<file path="src/rtl/yapp_input_arbiter.sv">
// yapp_input_arbiter
//   Shares the router's single YAPP input port between NUM_SRC packet sources.
//   Round-robin arbitration happens only between packets: once a source is
//   granted, the grant is held until the parity byte of its packet has moved.
//   Packet boundaries come from the header length field
//   (header = {len[7:2], addr[1:0]}, total bytes = len + 2).
//
// Ports
//   clock        system clock, all state on the rising edge
//   reset        synchronous, active-high
//   src_data     byte i of source i is src_data[8*i+7:8*i]
//   src_vld      per-source "byte valid"
//   src_ready    per-source "byte consumed this cycle"
//   in_data      byte to the router YAPP input
//   in_data_vld  valid to the router YAPP input
//   in_suspend   router back-pressure, high = byte not accepted
//   grant_id     index of the current / last granted source
//   busy         high while a packet is being passed through (XFER)
//   pkt_done     one-cycle pulse on the transfer of a packet's parity byte
//   dbg_state    FSM state (0 IDLE, 1 XFER, 2 GAP) for checkers
//
// Handshake: a byte moves on a rising edge where in_data_vld=1 and
// in_suspend=0. src_ready[g] is exactly that condition for the granted source
// g and is 0 for every other source; a source must hold its byte and src_vld
// until it sees src_ready. Dropping src_vld mid-packet only stalls the port.

module yapp_input_arbiter #(
  parameter int NUM_SRC    = 2,
  parameter int GAP_CYCLES = 1
) (
  input  logic                   clock,
  input  logic                   reset,
  input  logic [8*NUM_SRC-1:0]   src_data,
  input  logic [NUM_SRC-1:0]     src_vld,
  output logic [NUM_SRC-1:0]     src_ready,
  output logic [7:0]             in_data,
  output logic                   in_data_vld,
  input  logic                   in_suspend,
  output logic [2:0]             grant_id,
  output logic                   busy,
  output logic                   pkt_done,
  output logic [1:0]             dbg_state
);

  typedef enum logic [1:0] {
    ST_IDLE = 2'd0,
    ST_XFER = 2'd1,
    ST_GAP  = 2'd2
  } state_e;

  state_e      state_q, state_d;
  logic [2:0]  grant_q, grant_d;
  logic [2:0]  last_grant_q, last_grant_d;
  logic [6:0]  rem_q, rem_d;        // bytes still to move after the header
  logic        hdr_seen_q, hdr_seen_d;
  logic [3:0]  gap_q, gap_d;

  logic [2:0]  winner;
  logic [2:0]  hi_win;
  logic [2:0]  any_win;
  logic        hi_found;
  logic [7:0]  sel_data;
  logic        sel_vld;
  logic        xfer;

  // Round-robin pick: lowest requesting index above last_grant, otherwise
  // wrap to the lowest requesting index overall.
  always_comb begin
    hi_win   = 3'd0;
    any_win  = 3'd0;
    hi_found = 1'b0;
    for (int i = NUM_SRC - 1; i >= 0; i--) begin
      if (src_vld[i]) begin
        any_win = i[2:0];
      end
      if (src_vld[i] && (i[2:0] > last_grant_q)) begin
        hi_win   = i[2:0];
        hi_found = 1'b1;
      end
    end
    winner = hi_found ? hi_win : any_win;
  end

  // Granted source's byte and valid.
  always_comb begin
    sel_data = 8'h00;
    sel_vld  = 1'b0;
    for (int i = 0; i < NUM_SRC; i++) begin
      if (grant_q == i[2:0]) begin
        sel_data = src_data[8*i +: 8];
        sel_vld  = src_vld[i];
      end
    end
  end

  always_comb begin
    state_d      = state_q;
    grant_d      = grant_q;
    last_grant_d = last_grant_q;
    rem_d        = rem_q;
    hdr_seen_d   = hdr_seen_q;
    gap_d        = gap_q;
    in_data      = 8'h00;
    in_data_vld  = 1'b0;
    pkt_done     = 1'b0;
    xfer         = 1'b0;

    case (state_q)
      ST_IDLE: begin
        if (|src_vld) begin
          grant_d    = winner;
          rem_d      = 7'd0;
          hdr_seen_d = 1'b0;
          state_d    = ST_XFER;
        end
      end

      ST_XFER: begin
        in_data     = sel_data;
        in_data_vld = sel_vld;
        xfer        = sel_vld && !in_suspend;
        if (xfer) begin
          if (!hdr_seen_q) begin
            // len payload bytes plus parity still follow the header;
            // len=63 gives 64, which fits in 7 bits.
            hdr_seen_d = 1'b1;
            rem_d      = {1'b0, sel_data[7:2]} + 7'd1;
          end else if (rem_q == 7'd1) begin
            // This transfer takes the count to zero: it is the parity byte.
            pkt_done     = 1'b1;
            rem_d        = 7'd0;
            hdr_seen_d   = 1'b0;
            last_grant_d = grant_q;
            if (GAP_CYCLES == 0) begin
              state_d = ST_IDLE;
            end else begin
              state_d = ST_GAP;
              gap_d   = 4'(GAP_CYCLES - 1);
            end
          end else begin
            rem_d = rem_q - 7'd1;
          end
        end
      end

      ST_GAP: begin
        if (gap_q == 4'd0) begin
          state_d = ST_IDLE;
        end else begin
          gap_d = gap_q - 4'd1;
        end
      end

      default: state_d = ST_IDLE;
    endcase
  end

  always_comb begin
    src_ready = '0;
    for (int i = 0; i < NUM_SRC; i++) begin
      src_ready[i] = xfer && (grant_q == i[2:0]);
    end
  end

  always_ff @(posedge clock) begin
    if (reset) begin
      state_q      <= ST_IDLE;
      grant_q      <= 3'd0;
      last_grant_q <= 3'(NUM_SRC - 1);  // source 0 wins the first arbitration
      rem_q        <= 7'd0;
      hdr_seen_q   <= 1'b0;
      gap_q        <= 4'd0;
    end else begin
      state_q      <= state_d;
      grant_q      <= grant_d;
      last_grant_q <= last_grant_d;
      rem_q        <= rem_d;
      hdr_seen_q   <= hdr_seen_d;
      gap_q        <= gap_d;
    end
  end

  assign grant_id  = grant_q;
  assign busy      = (state_q == ST_XFER);
  assign dbg_state = state_q;

endmodule

</file>
<file path="config.mk">
export PLATFORM = sky130hd
export DESIGN_NAME = yapp_input_arbiter
export DESIGN_NICKNAME = d
export VERILOG_FILES = /design/src/rtl/yapp_input_arbiter.sv
export SDC_FILE = /design/constraint.sdc
export NUM_CORES = 1
export LEC_CHECK = 0
export ABC_AREA = 0
export BUFFER_PORTS_ARGS = -buffer_cell sky130_fd_sc_hd__buf_2
export CAP_MARGIN = 20
export CORE_MARGIN = 4
export CORE_UTILIZATION = 25
export DETAILED_ROUTE_END_ITERATION = 10
export PLACE_DENSITY = 0.5
export SLEW_MARGIN = 10
export SYNTH_ARGS = -nofsm -noshare
export SYNTH_HDL_FRONTEND = slang
export SYNTH_SLANG_ARGS = --single-unit
</file>
<file path="constraint.sdc">
create_clock -name clock -period 3.3 [get_ports clock]
set_input_delay 0 -clock clock [delete_from_list [all_inputs] [get_ports clock]]
set_output_delay 0 -clock clock [all_outputs]
set_load 0.03 [all_outputs]
</file>
==> results.sh <==
export IMPL_outcome="finished clean"
export IMPL_hold_violations=0
export IMPL_period_share_pct=63.7
export IMPL_reg2reg_from="dbg_state[1]$_SDFFE_PP0P_"
export IMPL_arrival_ns=2.29
export IMPL_r2r_slack_ns=1.20
export IMPL_finalPower_uw=524
export IMPL_path_cells="nand2b_1 > or3_1 > o21a_4 > or3_1 > a21oi_1"
export IMPL_synthCells=156
export IMPL_dieArea_um2=5830
export IMPL_clkTransAtPathRegs_ns=0.07
export IMPL_ios=39
export IMPL_grt_pass1_wl_mm=5.25
export IMPL_crit_required_ns=3.49
export IMPL_async_reset_ff_share_pct=0
export IMPL_crit_type="flop to flop"
export IMPL_r2r_cells=5
export IMPL_slew_headroom_pct=63.9
export IMPL_irDropWorstVdd_v=0.000221
export IMPL_overflow=0
export IMPL_synthAdderAreaFrac_pct=4.29
export IMPL_syn_to_final_growth_pct=23.2
export IMPL_drt_total_wl_mm=3.10
export IMPL_start_util_pct=26.3
export IMPL_via_per_inst=4.77
export IMPL_dp_hpwl_mm=2.40
export IMPL_finish_net_count=216
export IMPL_synth_xor_area_share_pct=5.25
export IMPL_synth_cell_types=40
export IMPL_hp_class="input pin to flop"
export IMPL_worst_clock_skew_ns=0.00258
export IMPL_synth_mux_area_share_pct=11.3
export IMPL_diodes=0
export IMPL_max_freq_ghz=0.475
export IMPL_gp_congestion=0.770
export IMPL_synth_edf_count=0
export IMPL_cts_hold_fix_buffers=0
export IMPL_yosysSeqAreaShare_pct=27.4
export IMPL_ys_flop_type="dfxtp_1"
export IMPL_drv_cap=0
export IMPL_drtPass1Iterations=4
export IMPL_rsz0062_at_grt="no"
export IMPL_numCtsBuffers=3
export IMPL_path_common_cell="or3_1"
export IMPL_worst_slew_pin_slew_ns=0.540
export IMPL_synth_top_family_by_area="simple AND/OR/NAND/NOR gates"
export IMPL_port_buffers=36
export IMPL_cts_tree="done"
export IMPL_grt_total_usage_pct=10.9
export IMPL_setup_tns_ns=0
export IMPL_drive_gt1_share_pct=22.6
export IMPL_syn_area_per_cell_um2=7.48
export IMPL_cts_path_max_buffers=2
export IMPL_clock_latency_ns=0.25
export IMPL_vias=1155
export IMPL_worst_path_max_delay_cell="or3_1"
export IMPL_yosys_register_bits=16
export IMPL_cts_sinks=16
export IMPL_ctsResizeCount=0
export IMPL_grt_pass1_vias=1166
export IMPL_ys_warn_count=0
export IMPL_core_area_um2=4440
export IMPL_fp_dieH_um=76.3
export IMPL_die_w_um=76.3
export IMPL_grt_max_degree=19
export IMPL_endpoint="gap_q[1]$_SDFFE_PP0P_"
export IMPL_drt_iter0_drc=69
export IMPL_htreeDepth=1
export IMPL_yosys_area_share_simple_pct=28.3
export IMPL_power_leakage_nw=0.659
export IMPL_ant_nets=0
export IMPL_route_detailed_drc=0
export IMPL_finalMaxSlewViolations=0
export IMPL_antenna_found_initial=0
export IMPL_cts_setup_buffers=0
export IMPL_fin_crit_ns=2.10
export IMPL_critPathMaxStageDelay_ns=0.58
export IMPL_syn_cell_area_um2=1170
export IMPL_rows=24
export IMPL_setup_violations=0
export IMPL_root_buffer="clkbuf_8"
export IMPL_power_density_nw_per_um2=365
export IMPL_crit_start="dbg_state[1]$_SDFFE_PP0P_"
export IMPL_synth_compound_area_share_pct=17.4
export IMPL_critPathMaxFanout=13
export IMPL_reg2reg_to="gap_q[1]$_SDFFE_PP0P_"
export IMPL_start_kind="flop"
export IMPL_wl_per_cell_um=12.8
export IMPL_endpoint_kind="flop"
==> final cells by class <==
cell class	instances	area [um^2]
sequential	16	320
multi-input combinational	126	783
inverter	7	26.3
tap	52	65.1
clock buffer	4	55.1
fill	507	3010
timing repair buffer	37	188
==> metal layers <==
metal  share of wire [%]  vias up  track usage (%)
li1                    -      607                -
met1                  49      531             14.0
met2                  47       15             18.2
met3                 3.6        2             2.96
met4                0.58        0             2.17
met5                   0        -                0
==> state kept, by name (all words and copies together) (netlist names) <==
name and cells:
grant_id 1, gap_q 4, hdr_seen_q 1, rem_q 7, last_grant_q 1, dbg_state 2
==> stage by stage <==
stage	worst slack [ns]	cells	hold WS (ns)	util (%)	cell area, um^2
2_1_floorplan	1.05	157	0.105	-	1170
3_3_place_gp	1.19	238	0.300	31.1	1380
3_5_place_dp	1.20	238	0.298	31.1	1380
4_1_cts	1.18	242	0.0293	32.3	1440
5_1_grt	1.02	242	0.0599	32.3	1440
6_report	1.20	242	0.0396	32.3	1440
==> worst min-delay path by stage <==
stage,end,slack [ns],depth (start not counted),start
CTS,grant_id[0]$_SDFFE_PP0P_,0.03,3,src_vld[1]
detailed placement,grant_id[0]$_SDFFE_PP0P_,0.30,3,src_vld[1]
floorplan,gap_q[2]$_SDFFE_PP0P_,0.11,1,reset
global route,grant_id[0]$_SDFFE_PP0P_,0.06,3,src_vld[1]
finish,grant_id[0]$_SDFFE_PP0P_,0.04,3,src_vld[1]
global placement,grant_id[0]$_SDFFE_PP0P_,0.30,3,src_vld[1]
==> synth_stat cells, types with 2 or more instances <==
master	number	area share (%)
buf_4	2	1.3
nor3_1	4	1.7
o21bai_1	2	1.3
nand2b_1	2	1.1
inv_1	7	2.3
o21ai_1	2	0.86
buf_2	3	1.3
a22oi_1	2	1.3
ha_1	4	4.3
or3_1	4	2.1
nor2_1	26	8.4
dfxtp_1	16	27
a21oi_1	7	3.0
o21ai_0	5	2.1
nand2_1	16	5.1
clkbuf_1	3	0.96
xor2_1	5	3.8
o31ai_1	2	1.3
and3_1	3	1.6
o211ai_1	3	1.9
nand3_1	5	2.1
a22o_1	2	1.5
nor2b_1	2	1.1
xnor2_1	2	1.5
mux2i_1	12	10
==> placed cells by master, fill, tap and decap left out, types with 2 or more instances in the layout <==
cell and n:
a21oi_1 7, o21ai_0 5, nand2_1 16, or3_1 4, inv_1 7, o21bai_1 2, o31ai_1 2, nor2_1 26
nand3_1 5, conb_1 2, nor2b_1 2, clkbuf_8 4, nor3_1 4, xnor2_1 2, o21ai_1 2, nand2b_1 2
mux2i_1 12, o211ai_1 3, buf_2 36, ha_1 4, xor2_1 5, a22o_1 2, a22oi_1 2, and3_1 3
dfxtp_1 16
==> logic make-up after synthesis <==
logic type | after synthesis
other | 1
multiplexers | 13
buffers and inverters | 15
AND/OR/NAND/NOR | 70
AO/OA/AOI/OAI | 30
XOR/XNOR | 7
flip-flops | 16
adder cells (fa/ha/maj) | 4
==> critical path, delay by kind of cell, from the launching register on <==
family | cells | cell delay (ns)
and+or+nand+nor | 3 | 1.26
AOI/OAI and AO/OA | 2 | 0.42
DFF | 1 | 0.35
==> power breakdown <==
group | total, mW | internal [mW] | switching [mW] | leakage [nW]
sequential | 0.205 | 0.198 | 0.00705 | 0.130
combinational | 0.142 | 0.0520 | 0.0904 | 0.500
clock | 0.177 | 0.106 | 0.0708 | 0.0288
total | 0.524 | 0.356 | 0.168 | 0.659
(Power assumes the default switching activity.)
